$ cat config.mk
export PLATFORM = sky130hd
export DESIGN_NAME = gate_bist_ctrl
export DESIGN_NICKNAME = d
export VERILOG_FILES = /design/src/rtl/gate_bist_ctrl.sv
export SDC_FILE = /design/constraint.sdc
export NUM_CORES = 1
export LEC_CHECK = 0
export ABC_AREA = 1
export BUFFER_PORTS_ARGS = -buffer_cell sky130_fd_sc_hd__buf_2
export CORE_UTILIZATION = 45
export CTS_CLUSTER_DIAMETER = 100
export CTS_CLUSTER_SIZE = 20
export DETAILED_ROUTE_END_ITERATION = 10
export PLACE_DENSITY = 0.7
export SETUP_SLACK_MARGIN = 0.15
export SLEW_MARGIN = 20
export SYNTH_ARGS = -nofsm -noshare
export SYNTH_HDL_FRONTEND = slang
export SYNTH_SLANG_ARGS = --single-unit
$ cat constraint.sdc
create_clock -name clk -period 5.39 [get_ports clk]
set_input_delay 0.8085 -clock clk [delete_from_list [all_inputs] [get_ports clk]]
set_output_delay 0.8085 -clock clk [all_outputs]
set_load 0.05 [all_outputs]
$ cat src/rtl/gate_bist_ctrl.sv
// BIST controller: sweeps {a,b} over all four vectors, checks the eight
// returned gate outputs against the truth table and reports the run result.
module gate_bist_ctrl #(
    parameter int unsigned SETTLE_CYCLES = 2,
    parameter int unsigned PASSES        = 1,
    parameter int unsigned CNT_W         = 8
) (
    input  logic             clk,
    input  logic             rst,
    input  logic             start,
    input  logic             abort,
    output logic             a,
    output logic             b,
    input  logic [7:0]       gate_out,
    output logic             busy,
    output logic             done,
    output logic             pass,
    output logic [CNT_W-1:0] err_count,
    output logic [1:0]       first_fail_vec,
    output logic [7:0]       first_fail_mask
);

    localparam int unsigned SC_W = (SETTLE_CYCLES > 1) ? $clog2(SETTLE_CYCLES) : 1;
    localparam int unsigned PC_W = (PASSES > 1) ? $clog2(PASSES) : 1;
    localparam logic [SC_W-1:0] SETTLE_LOAD = SC_W'(SETTLE_CYCLES - 1);
    localparam logic [PC_W-1:0] PASS_LAST   = PC_W'(PASSES - 1);

    typedef enum logic [1:0] {
        IDLE   = 2'd0,
        SETTLE = 2'd1,
        CHECK  = 2'd2
    } state_t;

    state_t           state, state_next;
    logic [1:0]       vec_idx, vec_next;
    logic [PC_W-1:0]  pass_idx, pass_idx_next;
    logic [SC_W-1:0]  settle_cnt, settle_next;
    logic             found, found_next;
    logic             ab_a_next, ab_b_next, busy_next, done_next, pass_next;
    logic [CNT_W-1:0] err_next;
    logic [1:0]       ffv_next;
    logic [7:0]       ffm_next;
    logic [7:0]       exp_vec;
    logic             mismatch;

    // Golden gate response for a given {a,b}
    function automatic logic [7:0] expected(input logic [1:0] v);
        case (v)
            2'b00:   return 8'h3D;
            2'b01:   return 8'h72;
            2'b10:   return 8'h6A;
            default: return 8'hC1;
        endcase
    endfunction

    assign exp_vec  = expected(vec_idx);
    assign mismatch = (gate_out != exp_vec);

    // Next-state and next-output logic
    always_comb begin
        state_next    = state;
        vec_next      = vec_idx;
        pass_idx_next = pass_idx;
        settle_next   = settle_cnt;
        found_next    = found;
        done_next     = 1'b0;
        pass_next     = pass;
        err_next      = err_count;
        ffv_next      = first_fail_vec;
        ffm_next      = first_fail_mask;

        if (abort && state != IDLE) begin
            // Cancel: partial error results stay visible, pass is withdrawn
            state_next = IDLE;
            pass_next  = 1'b0;
        end else begin
            case (state)
                IDLE: begin
                    if (start && !abort) begin
                        state_next    = SETTLE;
                        vec_next      = 2'b00;
                        pass_idx_next = '0;
                        settle_next   = SETTLE_LOAD;
                        found_next    = 1'b0;
                        pass_next     = 1'b0;
                        err_next      = '0;
                        ffv_next      = 2'b00;
                        ffm_next      = 8'h00;
                    end
                end
                SETTLE: begin
                    if (settle_cnt == '0) begin
                        state_next = CHECK;
                    end else begin
                        settle_next = settle_cnt - SC_W'(1);
                    end
                end
                CHECK: begin
                    if (mismatch) begin
                        if (err_count != {CNT_W{1'b1}}) begin
                            err_next = err_count + CNT_W'(1);
                        end
                        if (!found) begin
                            found_next = 1'b1;
                            ffv_next   = vec_idx;
                            ffm_next   = exp_vec ^ gate_out;
                        end
                    end
                    if (vec_idx == 2'b11 && pass_idx == PASS_LAST) begin
                        state_next = IDLE;
                        done_next  = 1'b1;
                        pass_next  = (err_next == '0);
                    end else begin
                        state_next  = SETTLE;
                        settle_next = SETTLE_LOAD;
                        vec_next    = vec_idx + 2'd1;
                        if (vec_idx == 2'b11) begin
                            pass_idx_next = pass_idx + PC_W'(1);
                        end
                    end
                end
                default: state_next = IDLE;
            endcase
        end

        busy_next = (state_next != IDLE);
        ab_a_next = busy_next & vec_next[1];
        ab_b_next = busy_next & vec_next[0];
    end

    // State and output registers
    always_ff @(posedge clk) begin
        if (rst) begin
            state           <= IDLE;
            vec_idx         <= 2'b00;
            pass_idx        <= '0;
            settle_cnt      <= '0;
            found           <= 1'b0;
            a               <= 1'b0;
            b               <= 1'b0;
            busy            <= 1'b0;
            done            <= 1'b0;
            pass            <= 1'b0;
            err_count       <= '0;
            first_fail_vec  <= 2'b00;
            first_fail_mask <= 8'h00;
        end else begin
            state           <= state_next;
            vec_idx         <= vec_next;
            pass_idx        <= pass_idx_next;
            settle_cnt      <= settle_next;
            found           <= found_next;
            a               <= ab_a_next;
            b               <= ab_b_next;
            busy            <= busy_next;
            done            <= done_next;
            pass            <= pass_next;
            err_count       <= err_next;
            first_fail_vec  <= ffv_next;
            first_fail_mask <= ffm_next;
        end
    end

endmodule

-- Word level (Yosys, flattened, before mapping)
Index checks and enable logic that the tools add are counted.
- bits of input ports: 12
- register bits after elaboration: 30
- reductions and logical operators: 19
- mux-type cells: 36
- equality and inequality tests: 13
- bitwise logic cells: 6
- add/subtract/negate cells: 4
- operator list (operator ; number):
    $mux W8 ; 7
    $pmux W8 S2 ; 2
    $pmux W8 S3 ; 1
    $mux W2 ; 9
    $ne A2 B2 Y1 const B ; 6
    $mux W1 ; 10
    $reduce_and A5 Y1 ; 2
    $add A8 B1 Y8 const B ; 1
    $logic_not A8 Y1 ; 1
    $ne A8 B8 Y1 ; 1
    $ne A8 B8 Y1 const B ; 1
    $pmux W2 S2 ; 2
    $reduce_and A4 Y1 ; 2
    $xor A8 B8 Y8 ; 1
    $eq A2 B2 Y1 const B ; 3
    $pmux W1 S2 ; 3
    $pmux W2 S3 ; 1
    $reduce_and A3 Y1 ; 2
    $reduce_bool A2 Y1 ; 3
    $eq A2 B1 Y1 const B ; 2
    $logic_not A2 Y1 ; 2
    $logic_and A1 B1 Y1 ; 3
    $not A1 Y1 ; 3
    $pmux W1 S3 ; 1
    other kinds (8) ; 9

-- Longest topological paths before layout
- word-level depth: 9
- depth in mapped cells: 15
- gate-level depth less buffers: 15

-- Worst setup path after synthesis
OpenSTA, ideal clock, no wires.
- path type: reg-to-reg
- start point: register err_count[0]
- end point: register pass
- path slack: 3.372 ns
- library setup time: 0.131 ns
- period minus slack after synthesis: 2.018 ns
- cell stages (with the launch flop): 14
- arrival: 1.887 ns
- data required time: 5.259 ns
- cells stage by stage: dfxtp_1 > ha_1 > nand2_1 > inv_1 > nand2_1 > or2_2 > nand3_1 > nand2_1 > nand2_1 > inv_1 > nand3_1 > nor2_1 > nand2_1 > a21oi_2
- cells in the longest elaborated chain, start to end: 8
- elaborated cells on any way between the ends: 9
- classes of those cells: add/sub: 1; eq/ne: 1; mux: 6; reduce/logical: 1
- RTL lines (what ; RTL line ; text):
    from (decl) ; 18 ; output logic [CNT_W-1:0] err_count,
    from (signal assigned) ; 158 ; err_count <= err_next;
    $add A8 B1 Y8 / $ne A8 B8 Y1 (equally long branches) ; 101, 100 ;
    $mux W8 ; 100 ; if (err_count != {CNT_W{1'b1}}) begin
    $mux W8 (*) ; 99 ; if (mismatch) begin
    $mux W8 (*) ; 77 ; case (state)
    $mux W8 (*) ; 72 ; if (abort && state != IDLE) begin
    $logic_not A8 Y1 (*) ; 112 ; pass_next = (err_next == '0);
    $mux W1 (*) ; 109 ; if (vec_idx == 2'b11 && pass_idx == PASS_LAST) begin
    $pmux W1 S2 (*) ; 77 ;
    to (signal assigned) ; 157 ; pass <= pass_next;
    to (decl) ; 17 ; output logic pass,
Every way passes the cells marked *; elsewhere a longest branch is shown, timed or not. The select of a mux whose other input is x is not followed.
A chain may end at the register's enable or synchronous reset.

-- Final worst setup path
- start point: register vec_idx[0]
- end point: register first_fail_vec[1]
- cells in the longest elaborated chain, start to end: 5
- elaborated cells on any way between the ends: 7
- classes of those cells: eq/ne: 4; mux: 1; reduce/logical: 2
- RTL lines (what ; RTL line ; text):
    from (decl) ; 35 ; logic [1:0] vec_idx, vec_next;
    from (signal assigned) ; 149 ; vec_idx <= vec_next;
    $eq A2 B2 Y1, or another cell as far along ; 48 ; case (v)
    $pmux W8 S3 (*) ; 48 ;
    $ne A8 B8 Y1 (*) ; 57 ; assign mismatch = (gate_out != exp_vec);
    $ne A2 B2 Y1 (no source line) (*) ; n/a ;
    $reduce_and A5 Y1 (no source line) (*) ; n/a ;
    to (signal assigned) ; 159 ; first_fail_vec <= ffv_next;
    to (decl) ; 19 ; output logic [1:0] first_fail_vec,
Every way passes the cells marked *; elsewhere a longest branch is shown, timed or not.

==> flow_summary.toml <==
[routing]
route.detailed.wl_per_inst_um = 11.1
drc = 0
num_vias = 1770
via_per_inst = 4.84
dr.pass1.iters = 4
drt_iter0_drc = 118
route.antenna.remaining_nets = 0
drt_wl_total_um = 4060

[yosys]
nets_in_the_synthesized_netlist = 297
post_synth_main_area_contributors = "sky130_fd_sc_hd__dfxtp_1 (33%), sky130_fd_sc_hd__nand2_1 (20%), sky130_fd_sc_hd__nand3_1 (8.6%)"
yosys_register_bits = 30
yosysWarningCount = 0
netlist-cell-type-count = 29
postSynthCellCount = 280
ys_seq_area_share_pct = 33.4
synthDominantAreaCellType = "sky130_fd_sc_hd__dfxtp_1"
mapped_cell_area_um2 = 1800
postSynthAreaPerCell_um2 = 6.41
synth_top_area_share_pct = 33.4

[power]
power.share.clock_pct = 39.0
static-leakage-power_nw = 1.03
power.sequential.fraction_pct = 47.9
power.switching_mw = 0.132
combinationalPowerShare_pct = 13.1
switching_share_pct = 27.6
p_int_mw = 0.346
power.density_nw_per_um2 = 228
peakVddDrop_mv = 0.157

[floorplan]
initial_core_util_pct = 48.0
die_height_um = 65.2
row_count = 22
top_level_ports = 35
floorplan.die_area_um2 = 4250
die_width_um = 65.2
core_area_um2 = 3740

[timing]
postLayoutSetupSlackWorst_ns = 3.14
layout_worst_path_cycle_share_pct = 41.8
fmaxAchievable_ghz = 0.444
clock_skew_ns = 0.00235
final_hold_violating_endpoints = 0
worstMarginPinSlew_ns = 0.457
finalSetupTns_ns = 0
timing.final.max_slew_violations = 0
grt_setup_unrepaired = "false"
final_period_minus_worst_setup_slack_ns = 2.25
final-setup-viol-count = 0
maxSlewHeadroom_pct = 69.5

[finish]
mostFrequentLayoutCell = "sky130_fd_sc_hd__nand2_1"
insertedDiodeCount = 0
total_nets_final = 334
post_layout_nonfiller_instances = 366
register_area_um2 = 601
finalCoreUtilization_pct = 55.9
multi_input_area_um2 = 1020
layout.filler_cells = 412
drive_gt1_share_pct = 19.5
layout.cells.most_common_list = "sky130_fd_sc_hd__nand2_1 (95), sky130_fd_sc_hd__inv_1 (35), sky130_fd_sc_hd__buf_2 (34), sky130_fd_sc_hd__nand3_1 (31), sky130_fd_sc_hd__dfxtp_1 (30)"
syn_to_final_growth_pct = 16.6

[grt]
grt_pass1_wl_um = 7030
globalRouteTotalUtil_pct = 21.4
grt_start_max_net_pins = 25
first_global_vias = 1628
antenna_violations_before_repair = 0
grt-ovfl-total = 0

[setup_path]
critical_path.startpoint_type = "register"
timing_worst_setup_path_type = "register to register"
worstSetupEndpointType = "register"
worst-path-max-fanout = 11
worstPathArrival_ns = 2.46
cp_data_required_time_ns = 5.60

[place]
io_buffers = 34
detailedPlacementHpwl_um = 3090
dp_cells = 358
placement.setup.worst_slack_ns = 3.14
finalWeightedCongestion = 0.887

[clock_network]
ctsLongestPathBuffers = 2
cts_buf_count = 5
cts.repair_timing.setup_buffer_count = 0
cts_tree = "done"
clock_sink_count = 30
cts_hold_buf = 0
worst_setup_hold_path_clk_slew_ns = 0.06
cts.repair.resized = 0
htree_num_levels = 2
worstSkewPairLatency_ns = 0.28
clock_tree.root_cell = "sky130_fd_sc_hd__clkbuf_8"

[run]
max_cap_violations = 0

[worst_hold_path]
timing.hold.worst.class = "register to register"

[status]
outcome = "complete, no violations"
state kept, by name (all words and copies together), names as in the netlist:
register         flops
a                    1
vec_idx              2
state                2
b                    1
pass                 1
busy                 1
first_fail_mask      8
found                1
err_count            8
done                 1
pass_idx             1
first_fail_vec       2
settle_cnt           1
cells by family after synthesis:
group	Yosys count	share of synthesized area [%]
flip-flops	30	33.4
adder cells (fa/ha/maj)	5	3.48
AND/OR/NAND/NOR	165	41.0
XOR/XNOR	3	1.46
buffers and inverters	44	9.76
AO/OA/AOI/OAI	33	10.9
cell usage after synthesis:
cell type / count
sky130_fd_sc_hd__buf_6: 1
sky130_fd_sc_hd__o21ai_0: 6
sky130_fd_sc_hd__ha_1: 5
sky130_fd_sc_hd__nor2_4: 4
sky130_fd_sc_hd__nand3_1: 31
sky130_fd_sc_hd__nand2_1: 95
sky130_fd_sc_hd__a32oi_1: 1
sky130_fd_sc_hd__nand3_2: 2
sky130_fd_sc_hd__nand4_1: 3
sky130_fd_sc_hd__xor2_1: 1
sky130_fd_sc_hd__or2_2: 2
sky130_fd_sc_hd__nand2_2: 1
sky130_fd_sc_hd__nor3_1: 2
sky130_fd_sc_hd__inv_1: 35
sky130_fd_sc_hd__dfxtp_1: 30
sky130_fd_sc_hd__inv_2: 4
sky130_fd_sc_hd__nor2_2: 3
sky130_fd_sc_hd__a311oi_1: 1
sky130_fd_sc_hd__a21oi_1: 21
sky130_fd_sc_hd__o41ai_1: 1
sky130_fd_sc_hd__xnor2_1: 2
sky130_fd_sc_hd__a21oi_4: 1
sky130_fd_sc_hd__clkinv_2: 1
sky130_fd_sc_hd__nor4_1: 1
sky130_fd_sc_hd__a21oi_2: 2
sky130_fd_sc_hd__clkbuf_1: 2
sky130_fd_sc_hd__nor2_1: 20
sky130_fd_sc_hd__buf_2: 1
sky130_fd_sc_hd__nand2_4: 1
cell type report:
class / count / share of cell area, %
inverter: 40 / 7.23
multi-input combinational: 206 / 48.7
tap: 48 / 2.87
sequential: 30 / 28.7
timing repair buffer: 34 / 8.13
clock buffer: 7 / 4.12
clock inverter: 1 / 0.239
worst paths after layout:
kind / start / to / slack, ns / depth (start not counted)
worst max-delay path: vec_idx[0] / first_fail_vec[1] / 3.14 / 13
worst max register to register: vec_idx[0] / first_fail_vec[1] / 3.14 / 13
worst min register to register: first_fail_mask[5] / first_fail_mask[5] / 0.46 / 2
worst min-delay path: first_fail_mask[5] / first_fail_mask[5] / 0.46 / 2
critical path, stage by stage, from the launching register on:
cell and delay, ns:
sky130_fd_sc_hd__dfxtp_1 0.47, sky130_fd_sc_hd__inv_1 0.10, sky130_fd_sc_hd__ha_1 0.37, sky130_fd_sc_hd__inv_1 0.09
sky130_fd_sc_hd__nand2_1 0.05, sky130_fd_sc_hd__nand2_1 0.09, sky130_fd_sc_hd__nand3_1 0.12, sky130_fd_sc_hd__nor2_4 0.21
sky130_fd_sc_hd__nand3_1 0.12, sky130_fd_sc_hd__nand2_2 0.11, sky130_fd_sc_hd__a21oi_4 0.07, sky130_fd_sc_hd__inv_2 0.17
sky130_fd_sc_hd__nand2_1 0.08, sky130_fd_sc_hd__a21oi_1 0.14
power by group through the flow:
stage,Combinational [mW],Sequential [mW],Clock (mW)
6_report,0.0626,0.229,0.187
3_5_place_dp,0.0626,0.234,0
4_1_cts,0.0627,0.229,0.190
3_3_place_gp,0.0619,0.234,0
5_1_grt,0.0703,0.229,0.201
2_1_floorplan,0.0433,0.239,0
stage by stage:
stage	hold slack (ns)	total power, mW	cell area (µm²)
CTS	0.464	0.481	2090
global placement	0.453	0.296	2000
floorplan	0.433	0.282	1800
detailed placement	0.453	0.296	2000
finish	0.460	0.478	2090
global route	0.482	0.501	2090
metal layers:
metal  track usage [%]  wire length, µm  vias to the layer above  part of all wire, %
li1                  -                -                      960                    -
met3              5.03              150                        7                  3.7
met2              33.1             1780                       33                   44
met5                 0                0                        -                    0
met4              8.97               54                        0                  1.3
met1              28.3             2080                      770                   51
No activity file was read; power rests on OpenSTA's default activity.
